**config.mk**
```make
export PLATFORM = sky130hd
export DESIGN_NAME = nn_cfg_loader
export DESIGN_NICKNAME = d
export VERILOG_FILES = /design/src/rtl/nn_cfg_pkg.sv /design/src/rtl/nn_cfg_wdog.sv /design/src/rtl/nn_cfg_loader.sv
export SDC_FILE = /design/constraint.sdc
export NUM_CORES = 1
export LEC_CHECK = 0
export BUFFER_PORTS_ARGS = -buffer_cell sky130_fd_sc_hd__buf_2
export CORE_MARGIN = 5
export CORE_UTILIZATION = 30
export CTS_CLUSTER_SIZE = 14
export DETAILED_ROUTE_END_ITERATION = 6
export HOLD_SLACK_MARGIN = 0.02
export PLACE_DENSITY = 0.46
export SKIP_CTS_REPAIR_TIMING = 1
export SLEW_MARGIN = 20
export SYNTH_ARGS = -nofsm -noshare
export SYNTH_HDL_FRONTEND = slang
export SYNTH_HIERARCHICAL = 1
export SYNTH_SLANG_ARGS = --single-unit
```
**constraint.sdc**
```tcl
create_clock -name i_clk -period 6.14 [get_ports i_clk]
set_clock_uncertainty 0.15 [all_clocks]
set_input_delay 0.307 -clock i_clk [delete_from_list [all_inputs] [get_ports i_clk]]
set_output_delay 0.307 -clock i_clk [all_outputs]
set_load 0.005 [all_outputs]
```
**src/rtl/nn_cfg_pkg.sv**
```systemverilog
// rtl/nn_cfg_pkg.sv - shared types and constants for the nn configuration loader
package nn_cfg_pkg;

    localparam int CFG_WORDS      = 4;
    localparam int BYTES_PER_DESC = 8;

    localparam logic [1:0] CFG_IDX_MODE  = 2'd0;
    localparam logic [1:0] CFG_IDX_MOVE  = 2'd1;
    localparam logic [1:0] CFG_IDX_BASE  = 2'd2;
    localparam logic [1:0] CFG_IDX_WRCNT = 2'd3;

    typedef enum logic [2:0] {
        ST_IDLE,
        ST_RD_REQ,
        ST_RD_WAIT,
        ST_CFG_WR,
        ST_START,
        ST_WAIT_FIN
`ifdef NN_CFG_TIMEOUT_EN
        , ST_ERR
`endif
    } state_t;

endpackage

```
**src/rtl/nn_cfg_wdog.sv**
```systemverilog
// rtl/nn_cfg_wdog.sv - stall watchdog counter, used when NN_CFG_TIMEOUT_EN is defined
module nn_cfg_wdog #(
    parameter int TO_W = 16
) (
    input  logic i_clk,
    input  logic i_rst,
    input  logic i_en,
    output logic o_expired
);

    logic [TO_W-1:0] cnt_q;

    // Counting only happens in wait states, so dropping i_en restarts on the next entry.
    always_ff @(posedge i_clk or negedge i_rst) begin
        if (!i_rst) begin
            cnt_q <= '0;
        end else if (!i_en) begin
            cnt_q <= '0;
        end else if (cnt_q != '1) begin
            cnt_q <= cnt_q + TO_W'(1);
        end
    end

    assign o_expired = i_en && (cnt_q == '1);

endmodule

```
**src/rtl/nn_cfg_loader.sv**
```systemverilog
// rtl/nn_cfg_loader.sv - DMA-fed per-layer config master for nn; NN_CFG_TIMEOUT_EN adds a stall watchdog
module nn_cfg_loader
    import nn_cfg_pkg::*;
#(
    parameter int DMA_AW  = 10,
    parameter int DMA_DW  = 8,
    parameter int CFG_W   = 16,
    parameter int LAYER_W = 8,
    parameter int TO_W    = 16
) (
    input  logic               i_clk,
    input  logic               i_rst,
    input  logic               i_go,
    input  logic [DMA_AW-1:0]  i_desc_base_addr,
    input  logic [LAYER_W-1:0] i_layer_count,
    output logic               o_dma_rd_en,
    output logic [DMA_AW-1:0]  o_dma_rd_addr,
    input  logic [DMA_DW-1:0]  i_dma_rd_data,
    input  logic               i_dma_rd_valid,
    output logic [CFG_W-1:0]   o_cfg,
    output logic [1:0]         o_cfg_addr,
    output logic               o_cfg_wr_en,
    output logic               o_nn_start,
    input  logic               i_nn_finish,
    output logic               o_busy,
    output logic               o_done,
    output logic [LAYER_W-1:0] o_layer_idx,
    output logic               o_error
);

    localparam int BYTE_W = $clog2(BYTES_PER_DESC);

    state_t              state_q, state_d;
    logic [DMA_AW-1:0]   base_q;
    logic [LAYER_W-1:0]  count_q;
    logic [LAYER_W-1:0]  layer_q;
    logic [BYTE_W-1:0]   byte_q;
    logic [DMA_DW-1:0]   lo_q;
    logic [CFG_W-1:0]    cfg_q;
    logic [1:0]          cfg_addr_q;
    logic                fin_q;
    logic                done_q;
    logic                go_ok;
    logic                fin_rise;
    logic                last_layer;
    logic                wdog_exp;
    logic [DMA_AW-1:0]   layer_off;

    // A go landing on the done pulse is treated as part of the finished run.
    assign go_ok      = i_go && !done_q;
    assign fin_rise   = i_nn_finish && !fin_q;
    assign last_layer = (layer_q == count_q - LAYER_W'(1));
    assign layer_off  = DMA_AW'(32'(layer_q) * BYTES_PER_DESC);

`ifdef NN_CFG_TIMEOUT_EN
    nn_cfg_wdog #(
        .TO_W (TO_W)
    ) u_wdog (
        .i_clk     (i_clk),
        .i_rst     (i_rst),
        .i_en      ((state_q == ST_RD_WAIT) || (state_q == ST_WAIT_FIN)),
        .o_expired (wdog_exp)
    );
    assign o_error = (state_q == ST_ERR);
`else
    assign wdog_exp = 1'b0;
    assign o_error  = |{TO_W{1'b0}};
`endif

    always_ff @(posedge i_clk or negedge i_rst) begin
        if (!i_rst) begin
            state_q <= ST_IDLE;
        end else begin
            state_q <= state_d;
        end
    end

    always_comb begin
        state_d = state_q;
        case (state_q)
            ST_IDLE: begin
                if (go_ok && (i_layer_count != '0)) begin
                    state_d = ST_RD_REQ;
                end
            end
            ST_RD_REQ: state_d = ST_RD_WAIT;
            ST_RD_WAIT: begin
                if (i_dma_rd_valid) begin
                    state_d = byte_q[0] ? ST_CFG_WR : ST_RD_REQ;
                end
            end
            ST_CFG_WR: state_d = (cfg_addr_q == CFG_IDX_WRCNT) ? ST_START : ST_RD_REQ;
            ST_START:  state_d = ST_WAIT_FIN;
            ST_WAIT_FIN: begin
                if (fin_rise) begin
                    state_d = last_layer ? ST_IDLE : ST_RD_REQ;
                end
            end
`ifdef NN_CFG_TIMEOUT_EN
            ST_ERR: state_d = ST_ERR;
`endif
            default: state_d = ST_IDLE;
        endcase
`ifdef NN_CFG_TIMEOUT_EN
        if (wdog_exp) begin
            state_d = ST_ERR;
        end
`endif
    end

    always_ff @(posedge i_clk or negedge i_rst) begin
        if (!i_rst) begin
            base_q     <= '0;
            count_q    <= '0;
            layer_q    <= '0;
            byte_q     <= '0;
            lo_q       <= '0;
            cfg_q      <= '0;
            cfg_addr_q <= '0;
            fin_q      <= 1'b0;
            done_q     <= 1'b0;
        end else begin
            fin_q  <= i_nn_finish;
            done_q <= 1'b0;
            case (state_q)
                ST_IDLE: begin
                    if (go_ok) begin
                        base_q  <= i_desc_base_addr;
                        count_q <= i_layer_count;
                        layer_q <= '0;
                        byte_q  <= '0;
                        done_q  <= (i_layer_count == '0);
                    end
                end
                ST_RD_WAIT: begin
                    if (i_dma_rd_valid && !wdog_exp) begin
                        byte_q <= byte_q + BYTE_W'(1);
                        if (!byte_q[0]) begin
                            lo_q <= i_dma_rd_data;
                        end else begin
                            cfg_q      <= CFG_W'({i_dma_rd_data, lo_q});
                            cfg_addr_q <= byte_q[BYTE_W-1:1];
                        end
                    end
                end
                ST_WAIT_FIN: begin
                    if (fin_rise && !wdog_exp) begin
                        if (last_layer) begin
                            done_q <= 1'b1;
                        end else begin
                            layer_q <= layer_q + LAYER_W'(1);
                        end
                    end
                end
                default: ;
            endcase
        end
    end

    assign o_dma_rd_en   = (state_q == ST_RD_REQ);
    assign o_dma_rd_addr = base_q + layer_off + DMA_AW'(byte_q);
    assign o_cfg         = cfg_q;
    assign o_cfg_addr    = cfg_addr_q;
    assign o_cfg_wr_en   = (state_q == ST_CFG_WR);
    assign o_nn_start    = (state_q == ST_START);
    assign o_busy        = (state_q != ST_IDLE)
`ifdef NN_CFG_TIMEOUT_EN
                           && (state_q != ST_ERR)
`endif
                           ;
    assign o_done        = done_q;
    assign o_layer_idx   = layer_q;

endmodule

```
======== Word-level counts from Yosys, hierarchy flattened ========
Cells that the tools add are included.
word-level totals
  flip-flop bits (word level) ............. 60
  output and inout bits ................... 42
cells by class
  add/sub/neg operators ................... 5
  equal/unequal tests ..................... 12
  multiplexer cells ....................... 18
  bitwise operators ....................... 1
  reductions and logical operators ........ 17
operators by type and width
  kind                                                                number
  8-bit two-way mux                                                   3
  3-bit two-way mux                                                   6
  3-bit one-hot mux with 6 select lines                               1
  8-bit one-hot mux with 2 select lines                               1
  3-bit AND reduction                                                 4
  10-bit adder                                                        1
  10-bit by 3-bit adder with 10-bit output                            1
  2-bit inequality test, second input constant                        5
  8-bit by 1-bit adder with 8-bit output, second input constant       1
  8-bit == test                                                       1
  8-bit logical NOT                                                   1
  8-bit nonzero test                                                  1
  8-bit by 1-bit subtractor with 8-bit output, second input constant  1
  3-bit by 2-bit == test with 1-bit output, second input constant     2
  3-bit == test, second input constant                                2
  3-bit one-hot mux with 2 select lines                               1
  1-bit two-way mux                                                   4
  4-bit AND reduction                                                 1
  2-bit nonzero test                                                  2
  3-bit by 1-bit adder with 3-bit output, second input constant       1
  3-bit by 1-bit == test with 1-bit output, second input constant     1
  1-bit logical AND                                                   3
  3-bit logical NOT                                                   1
  3-bit nonzero test                                                  1
  6 further kinds                                                     7

======== Depth between registers and ports, before layout ========
Gate-level depths: netlist (run 1).
  depth after elaboration ................. 5
  gate-level depth with buffers ........... 10
  depth with buffers taken out ............ 10

======== Worst setup path after synthesis (run 1) ========
Ideal clock, no wire load.
  path type ............................... flip-flop to flip-flop
  start ................................... register count_q[0]
  end ..................................... register layer_q[0] (netlist: o_layer_idx[0])
  library setup time ...................... 0.118 ns
  data arrival time ....................... 2.411 ns
  required time ........................... 5.872 ns
  slack ................................... 3.461 ns
  stages on the path, launching flop included .. 11
  path buffers ............................ 1
  clock period less this slack ............ 2.679 ns
  path through ............................ dfrtp_1 > inv_1 > ha_1 > or3b_4 > or4_4 > a2111oi_4 > nor2_2 > nor2_4 > buf_6 > nor3_1 > a21o_1
between the ends
  word-level cells in the longest chain between the ends .. 4
RTL lines
  item                                         line                  text
  from (decl)                                  nn_cfg_loader.sv:35   logic [LAYER_W-1:0] count_q;
  from (signal assigned)                       nn_cfg_loader.sv:129  count_q <= i_layer_count;
  8-bit by 1-bit subtractor with 8-bit output  nn_cfg_loader.sv:52   assign last_layer = (layer_q == count_q - LAYER_W'(1));
  8-bit == test                                nn_cfg_loader.sv:52
  2-bit inequality test (no source line)       -
  4-bit AND reduction (no source line)         -
  to (signal assigned)                         nn_cfg_loader.sv:151  layer_q <= layer_q + LAYER_W'(1);
  to (decl)                                    nn_cfg_loader.sv:36   logic [LAYER_W-1:0] layer_q;
No other way between the ends.
A chain may end at the register's enable or synchronous reset.

======== Final worst setup path (run 1) ========
  start ................................... register byte_q[0]
  end ..................................... output port o_dma_rd_addr[8]
between the ends
  word-level cells in the longest chain between the ends .. 1
RTL lines
  item                                      line                  text
  from (decl)                               nn_cfg_loader.sv:37   logic [BYTE_W-1:0] byte_q;
  from (signal assigned)                    nn_cfg_loader.sv:137  byte_q <= byte_q + BYTE_W'(1);
  10-bit by 3-bit adder with 10-bit output  nn_cfg_loader.sv:161  assign o_dma_rd_addr = base_q + layer_off + DMA_AW'(byte_q);
  to (decl)                                 nn_cfg_loader.sv:17   output logic [DMA_AW-1:0] o_dma_rd_addr,
No other way between the ends.

==> results of run 1 <==
==> logic make-up (layout without fill, tap and decap cells) <==
| logic type | Yosys count | count (layout) | share of synthesized area, % |
|---|---|---|---|
| flip-flops | 60 | 60 | 47.5 |
| AO/OA/AOI/OAI | 50 | 50 | 11.3 |
| adder cells (fa/ha/maj) | 13 | 13 | 5.38 |
| other | 1 | 1 | 0.119 |
| multiplexers | 25 | 25 | 8.91 |
| AND/OR/NAND/NOR | 121 | 121 | 18.5 |
| XOR/XNOR | 18 | 18 | 5.46 |
| buffers and inverters | 20 | 109 | 2.81 |
==> final timing paths <==
| path | cells past startpoint | endpoint | slack (ns) |
|---|---|---|---|
| worst max-delay path | 11 | o_dma_rd_addr[8] | 3.23 |
| worst min-delay path | 2 | count_q[2] | -0.03 |
| max in group asynchronous | 2 | o_cfg[1] | 5.33 |
| worst min register to register | 2 | base_q[5] | 0.33 |
| min in group i_clk | 3 | base_q[4] | 0.01 |
| worst max register to register | 9 | o_layer_idx[5] | 3.25 |
==> power by group <==
group / switching (mW) / total, mW / internal, mW
clock: 0.174 / 0.376 / 0.202
combinational: 0.321 / 0.634 / 0.313
sequential: 0.113 / 0.656 / 0.543
total: 0.608 / 1.67 / 1.06
==> through the flow <==
stage	utilization, %	std cells	power, mW
2_1_floorplan	-	308	1.08
3_3_place_gp	35.4	507	1.30
3_5_place_dp	35.4	507	1.31
4_1_cts	37.4	523	1.70
5_1_grt	38.4	533	1.82
6_report	38.4	533	1.67
==> Yosys cell counts (2+ instances only) <==
library cell,count,area [µm²]
nand2_1,64,240
dfrtp_1,60,1500
mux2_2,25,282
o21ai_0,13,65.1
ha_1,12,150
inv_1,10,37.5
nor2_1,10,37.5
nor3_1,10,50.1
xnor2_1,9,78.8
xor2_1,8,70.1
clkbuf_1,6,22.5
nand3_1,6,30.0
o31ai_1,5,37.5
a21oi_1,4,20.0
nand2b_1,4,25.0
o21ai_1,4,20.0
or4_1,4,30.0
a21o_1,3,22.5
a21oi_2,3,26.3
and2_1,3,18.8
nor2b_1,3,18.8
a211oi_1,2,15.0
a31oi_1,2,12.5
and3b_1,2,17.5
buf_2,2,10.0
nor4_1,2,12.5
o2111ai_1,2,17.5
o211ai_1,2,15.0
or3_1,2,12.5
==> sequential cells by signal, summed over array words and instances (netlist names) <==
register / cells
o_cfg: 16
count_q: 8
o_cfg_addr: 2
state_q: 3
fin_q: 1
byte_q: 3
o_layer_idx: 8
o_done: 1
base_q: 10
lo_q: 8
==> worst max-delay path: stages, from the launching register on <==
cell and delay [ns]:
dfrtp_1 0.45, ha_1 0.21, inv_1 0.06, fa_1 0.39
nor2b_1 0.11, o21ai_0 0.08, nand2b_1 0.12, a21o_1 0.13
a21oi_1 0.08, o21ai_0 0.21, xor2_1 0.16, buf_2 0.13
==> routing by layer <==
layer,track usage (%),up-vias,routed length (µm)
met2,20.7,58,3630
met5,0,-,0
met3,5.55,6,509
met4,2.40,0,59
li1,-,1250,-
met1,15.4,1221,3440
==> cell type report <==
| type | instances | share of cell area (%) |
|---|---|---|
| Tap cell | 136 | 4.29 |
| Multi-Input combinational cell | 228 | 39.7 |
| Clock buffer | 10 | 3.47 |
| Sequential cell | 60 | 37.9 |
| Clock inverter | 6 | 1.80 |
| Timing Repair Buffer | 83 | 11.9 |
| Inverter | 10 | 0.947 |
==> flow_summary_export.csv, run 1 <==
group,metric,value,unit
run_status,status,"finished with violations",
run_status,violations,"negative hold slack",
logic_synthesis,synthCells,308,
critical_path,worstReg2RegStart,"count_q[0]",
sta,worst_slew_pin_slew,0.813,ns
finish,multi_input_area,1580,µm²
sta,maxSlewHeadroom,45.7,%
logic_synthesis,syn_nets,352,
logic_synthesis,synth_seq_cells,60,
sta,period_needed,2.91,ns
critical_path,start_kind,"flop",
global_routing,grtUsageTotal,12.6,%
finish,area_growth,25.4,%
finish,nFillCells,1034,
critical_path,cp-end-kind,"primary output",
clock_network,clkTransAtPathRegs,0.08,ns
detailed_routing,ant_nets,0,
sta,finalHoldViolCount,17,
sta,setup-tns-final,0,ns
floorplan,dieArea,12700,µm²
job,drv_cap,0,
clock_network,clock_latency,0.34,ns
sta,setup_slack,3.23,ns
sta,setup_viol,0,
floorplan,initial_core_util,30.6,%
floorplan,die_h,113,µm
critical_path,crit_type,"flop to primary output",
clock_network,cts_tree,"yes",
logic_synthesis,yosys_warnings,6,
critical_path,startpoint,"byte_q[0]",
placed_design,place.gp.congestion,0.732,
finish,layout_common_cells,"buf_2 (71), nand2_1 (64), dfrtp_1 (60), mux2_2 (25), o21ai_0 (13)",
power_and_ir_drop,power_per_cell_area,420,nW/µm²
global_routing,overflow,0,
hold_path,hold_class,"primary input to asynchronous set/reset pin",
detailed_routing,via_count,2535,
sta,rsz0062_at_grt,"false",
critical_path,crit_path_max_fanout,7,
placed_design,place_ws,3.26,ns
floorplan,rows,37,
logic_synthesis,synth_area,3160,µm²
logic_synthesis,synth_top_flop_cell,"dfrtp_1",
detailed_routing,drtPass1Iterations,4,
finish,regArea,1500,µm²
detailed_routing,drt-total-wl,7.64,mm
clock_network,cts-root-buf,"clkbuf_8",
critical_path,critPathRequiredTime,5.68,ns
finish,drive_gt1_share,31.7,%
detailed_routing,vias_per_cell,4.76,
floorplan,pin_count,73,
finish,final_cell_area,3960,µm²
logic_synthesis,syn_avg_cell_area,10.3,µm²
power_and_ir_drop,peakVddDrop,0.000154,V
clock_network,numCtsBuffers,9,
sta,post-route-period-util,47.4,%
sta,max_freq,344,MHz
logic_synthesis,ys_seq_area_share,47.5,%
global_routing,antenna_found_initial,0,
sta,maxSlewViolCount,0,
logic_synthesis,synthDistinctLibCells,55,
detailed_routing,drt_iter0_markers,123,
finish,final_common_cell,"buf_2",
logic_synthesis,synthArstFlopShare,100,%
sta,hold_ws,-0.0304,ns
floorplan,dieWidth,113,µm
placed_design,dp_hpwl,5.48,mm
global_routing,grt_max_degree,61,
detailed_routing,routedWlPerCell,14.3,µm
clock_network,clk_path_buf_depth,2,
global_routing,grt_pass1_vias,2567,
logic_synthesis,synth_edf_count,0,
placed_design,placed_area,3650,µm²
clock_network,htree_num_levels,3,
clock_network,cts.sinks,60,
critical_path,arrival,2.45,ns
global_routing,grt_pass1_wl,12.9,mm
floorplan,coreArea,10300,µm²
placed_design,numPortBuffers,71,
finish,n_antenna_cell,0,
finish,fin_nets,436,
detailed_routing,drc,0,
power_and_ir_drop,p_leak,1.96,nW
Power figures use the tool's default switching activity.
==> run 2, diff against run 1 <==
--- a/config.mk
+++ b/config.mk
@@ -11,7 +11,7 @@
 export CTS_CLUSTER_SIZE = 14
 export DETAILED_ROUTE_END_ITERATION = 6
 export HOLD_SLACK_MARGIN = 0.02
-export PLACE_DENSITY = 0.46
+export PLACE_DENSITY = 0.47
 export SKIP_CTS_REPAIR_TIMING = 1
 export SLEW_MARGIN = 20
 export SYNTH_ARGS = -nofsm -noshare
==> constraint.sdc (replaced) <==
create_clock -name i_clk -period 2.5 [get_ports i_clk]
set_clock_uncertainty 0.15 [all_clocks]
set_input_delay 0.125 -clock i_clk [delete_from_list [all_inputs] [get_ports i_clk]]
set_output_delay 0.125 -clock i_clk [all_outputs]
set_load 0.005 [all_outputs]
==> run 2 against run 1 <==
  * The run ends with negative setup slack left
  * Register-to-register slack got worse by 3.5 ns
  * Wire length is 8.2% higher
  * Global-route usage increased by 0.40 points
  * Sequential share of layout area fell by 4.5 points
  * Critical path depth did not move
  * Cell area is 14% higher
  * Non-clock buffer count up 47
  * Combinational power increased to 3.0 times the previous value
  * Clock power grew to 2.9 times the previous value
  * Sequential power up 140%
  * Total power grew to 2.8 times the previous value
==> flow_summary_export.csv, run 2 (synthesis results as in run 1) <==
group,metric,value,unit
global_routing,antenna_found_initial,0,
sta,setup-tns-final,-1.64,ns
critical_path,slowest_delay,0.44,ns
critical_path,arrival,2.83,ns
sta,maxSlewViolCount,0,
floorplan,initial_core_util,30.6,%
floorplan,die_h,113,µm
power_and_ir_drop,power,4.60,mW
finish,layout_common_cells,"buf_2 (71), nand2_1 (64), dfrtp_1 (60), dlygate4sd3_1 (29), buf_4 (27)",
floorplan,pin_count,73,
critical_path,slowest_stage,"or4_4",
finish,area_growth,42.4,%
clock_network,clock_latency,0.34,ns
sta,setup_slack,-0.220,ns
global_routing,overflow,0,
detailed_routing,routedWlPerCell,14.2,µm
critical_path,crit_type,"flop to flop",
sta,rsz0062_at_grt,"true",
placed_design,numPortBuffers,71,
clock_network,clk_path_buf_depth,2,
clock_network,clkTransAtPathRegs,0.07,ns
clock_network,cts.sinks,60,
detailed_routing,drt-total-wl,8.26,mm
global_routing,grt_pass1_vias,2695,
global_routing,grtUsageTotal,13.0,%
floorplan,dieWidth,113,µm
detailed_routing,via_count,2728,
clock_network,htree_num_levels,3,
run_status,violations,"negative setup slack",
finish,fin_nets,483,
placed_design,dp_hpwl,6.11,mm
critical_path,critPathRequiredTime,2.61,ns
placed_design,place.gp.congestion,0.800,
sta,worst_slew_pin_slew,0.687,ns
floorplan,rows,37,
placed_design,place_ws,-0.213,ns
clock_network,cts-root-buf,"clkbuf_8",
critical_path,cp-end-kind,"flop",
sta,setup_viol,9,
sta,post-route-period-util,109,%
run_status,status,"finished with violations",
global_routing,grt_max_degree,31,
hold_path,hold_class,"primary input to flop",
sta,max_freq,368,MHz
finish,nFillCells,1024,
detailed_routing,vias_per_cell,4.70,
placed_design,placed_area,3820,µm²
detailed_routing,drtPass1Iterations,4,
finish,largest_reg_flops,16,
global_routing,grt_pass1_wl,13.4,mm
clock_network,cts_tree,"yes",
finish,drive_gt1_share,37.8,%
finish,n_antenna_cell,0,
critical_path,start_kind,"flop",
floorplan,coreArea,10300,µm²
sta,finalHoldViolCount,0,
power_and_ir_drop,power_per_cell_area,1020,nW/µm²
sta,maxSlewHeadroom,54.2,%
clock_network,numCtsBuffers,9,
critical_path,crit_path_max_fanout,4,
critical_path,crit_chain,"inv_2 -> ha_4 -> or3b_4 -> or4_4 -> a2111oi_4 -> nor2_2 -> nor2_4 -> buf_6 -> buf_4 -> nand2_1 -> o21ai_1",
finish,final_cell_area,4500,µm²
floorplan,dieArea,12700,µm²
power_and_ir_drop,peakVddDrop,0.000455,V
detailed_routing,ant_nets,0,
detailed_routing,drt_iter0_markers,101,
sta,period_needed,2.72,ns
power_and_ir_drop,p_leak,2.22,nW
job,drv_cap,0,
detailed_routing,drc,0,
finish,final_common_cell,"buf_2",
-- run 2: layer usage --
metal  vias up  track usage, %  share of wire [%]
li1       1339               -                  -
met1      1306            15.9                 42
met2        73            21.4                 50
met3        10            4.69                6.4
met4         0            3.69                1.2
met5         -               0                  0
-- run 2: stage by stage --
stage,instances,hold WS [ns],util [%]
after global routing,580,0.208,43.6
final,580,0.198,43.6
after global placement,529,0.0714,37.1
after detailed placement,529,0.0562,37.1
after CTS,545,-0.319,39.5
after floorplan,308,-0.321,-
-- run 2: final cells by class --
class                      instances  area, µm²  area share [%]
tap                              136        170            3.78
inverter                          10       37.5           0.834
sequential                        60       1500            33.4
clock buffer                      12        155            3.45
clock inverter                     4       95.1            2.11
timing repair buffer             130        882            19.6
multi-input combinational        228       1660            36.9
-- run 2: worst paths after layout --
check	startpoint	to	slack (ns)	depth (start not counted)
worst max-delay path	count_q[1]	o_layer_idx[1]	-0.22	11
worst min-delay path	i_go	byte_q[2]	0.20	4
worst max register to register	count_q[1]	o_layer_idx[1]	-0.22	11
worst min register to register	base_q[7]	base_q[7]	0.34	2
max in group asynchronous	i_rst	o_cfg[4]	1.29	3
min in group asynchronous	i_rst	count_q[3]	0.21	2
-- run 2: report_power, final --
group          switching [mW]  internal, mW
clock network           0.384         0.716
logic                   0.924         0.988
registers               0.257          1.33
total                    1.57          3.04
-- run 2: critical path, delay by kind of cell, from the launching register on --
| family | cells | cell delay, ns |
|---|---|---|
| buffers and inverters | 3 | 0.32 |
| adders and majority gates | 1 | 0.13 |
| and+or+nand+nor | 5 | 1.15 |
| AOI/OAI and AO/OA | 2 | 0.47 |
| DFF | 1 | 0.42 |
==> run 3, diff against run 2 <==
--- a/config.mk
+++ b/config.mk
@@ -10,8 +10,9 @@
 export CORE_UTILIZATION = 30
 export CTS_CLUSTER_SIZE = 14
 export DETAILED_ROUTE_END_ITERATION = 6
+export GPL_ROUTABILITY_DRIVEN = 0
 export HOLD_SLACK_MARGIN = 0.02
-export PLACE_DENSITY = 0.47
+export PLACE_DENSITY = 0.53
 export SKIP_CTS_REPAIR_TIMING = 1
 export SLEW_MARGIN = 20
 export SYNTH_ARGS = -nofsm -noshare
==> run 3 against run 2 <==
  * Largest cell class unchanged
  * Register-to-register slack gained 0.08 ns
  * Total power shrank 4.3%
  * Combinational power is essentially flat
  * The run still ends with negative setup slack left
  * Fmax grew 2.9%
  * Sequential share of layout area grew 0.40 points
  * Non-clock buffer count shrank 1
  * Cell area shrank 1.2%
  * Cell count is the same
  * Wire length grew 2.0%
  * First-iteration DRC count is the same
  * Clock-buffer cell count shrank 3
==> flow_summary_export.csv, run 3 (synthesis results as in run 1) <==
group,metric,value,unit
finish,fin_nets,483,
sta,maxSlewHeadroom,52.7,%
floorplan,rows,37,
finish,n_antenna_cell,0,
sta,finalHoldViolCount,0,
critical_path,arrival,2.72,ns
detailed_routing,ant_nets,0,
sta,rsz0062_at_grt,"true",
placed_design,placed_area,3840,µm²
sta,maxSlewViolCount,0,
detailed_routing,via_count,2706,
placed_design,numPortBuffers,71,
clock_network,cts-root-buf,"clkbuf_8",
power_and_ir_drop,p_leak,2.19,nW
detailed_routing,drc,0,
sta,hold_ws,0.187,ns
sta,setup_viol,11,
sta,post-route-period-util,106,%
placed_design,dp_hpwl,6.07,mm
critical_path,crit_path_max_fanout,7,
detailed_routing,drt-total-wl,8.43,mm
detailed_routing,routedWlPerCell,14.5,µm
critical_path,crit_type,"flop to flop",
detailed_routing,vias_per_cell,4.67,
sta,setup-tns-final,-0.983,ns
power_and_ir_drop,power,4.41,mW
global_routing,antenna_found_initial,0,
floorplan,dieArea,12700,µm²
finish,finalNonFillerCells,580,
global_routing,grt_pass1_vias,2745,
finish,final_common_cell,"buf_2",
floorplan,die_h,113,µm
floorplan,dieWidth,113,µm
floorplan,initial_core_util,30.6,%
finish,largest_reg_flops,16,
clock_network,numCtsBuffers,9,
power_and_ir_drop,peakVddDrop,0.000436,V
floorplan,pin_count,73,
global_routing,grt_max_degree,33,
hold_path,hold_class,"primary input to flop",
clock_network,htree_num_levels,3,
clock_network,clkTransAtPathRegs,0.08,ns
global_routing,grt_pass1_wl,13.5,mm
critical_path,critPathRequiredTime,2.57,ns
sta,period_needed,2.64,ns
global_routing,overflow,0,
sta,setup_slack,-0.143,ns
detailed_routing,drtPass1Iterations,4,
finish,area_growth,40.7,%
critical_path,cp-end-kind,"flop",
clock_network,clock_latency,0.34,ns
finish,nFillCells,997,
finish,final_cell_area,4450,µm²
sta,max_freq,378,MHz
critical_path,start_kind,"flop",
floorplan,coreArea,10300,µm²
placed_design,post-place-cells,530,
detailed_routing,drt_iter0_markers,101,
clock_network,clk_path_buf_depth,2,
clock_network,cts.sinks,60,
run_status,status,"finished with violations",
clock_network,cts_tree,"yes",
global_routing,grtUsageTotal,13.3,%
finish,final_util,43.1,%
finish,drive_gt1_share,37.8,%
placed_design,place_ws,-0.178,ns
run_status,violations,"negative setup slack",
sta,worst_slew_pin_slew,0.709,ns
finish,layout_common_cells,"buf_2 (71), nand2_1 (64), dfrtp_1 (60), dlygate4sd3_1 (29), buf_4 (28)",
power_and_ir_drop,power_per_cell_area,990,nW/µm²
job,drv_cap,0,
[run 3: changes by cell type in the layout (fill, tap and decap cells not counted), sizes merged]
cell	change
buf	-1
bufinv	-2
clkbuf	-3
clkinv	+2
clkinvlp	+2
inv	+1
nor2	+1
[run 3: cell type report]
cell class / instances / area, µm² / share of cell area (%)
Clock inverter: 7 / 76.3 / 1.72
Inverter: 10 / 37.5 / 0.844
Tap cell: 136 / 170 / 3.83
Timing Repair Buffer: 129 / 876 / 19.7
Multi-Input combinational cell: 229 / 1660 / 37.4
Sequential cell: 60 / 1500 / 33.8
Clock buffer: 9 / 124 / 2.78
[run 3: path summary, 6_finish.rpt]
kind	from	endpoint	slack (ns)	cells past startpoint
worst max-delay path	count_q[0]	o_layer_idx[7]	-0.14	9
worst min-delay path	i_go	base_q[6]	0.19	5
worst max register to register	count_q[0]	o_layer_idx[7]	-0.14	9
worst min register to register	base_q[4]	base_q[4]	0.34	2
max in group asynchronous	i_rst	base_q[0]	1.36	3
min in group asynchronous	i_rst	count_q[5]	0.22	2
[run 3: power by group]
group          internal, mW  leakage (nW)  total [mW]  switching (mW)
logic                 0.989          1.32        1.93           0.945
registers              1.33         0.772        1.57           0.236
clock network         0.465        0.0958       0.902           0.437
total                  2.79          2.19        4.41            1.62
[run 3: layer usage]
metal  GRT usage (%)  wire, µm  vias to the layer above
met3            5.66       603                       12
met5               0         0                        -
met1            15.9      3620                     1279
li1                -         -                     1344
met2            21.6      4090                       71
met4            4.41       122                        0
[run 3: worst max-delay path: stages, from the launching register on]
cell and delay (ns):
dfrtp_1 0.41, inv_2 0.09, ha_4 0.13, or3b_4 0.39
or4_4 0.44, a2111oi_4 0.39, nor2_4 0.11, nor2_4 0.21
or4_1 0.15, a21oi_1 0.06
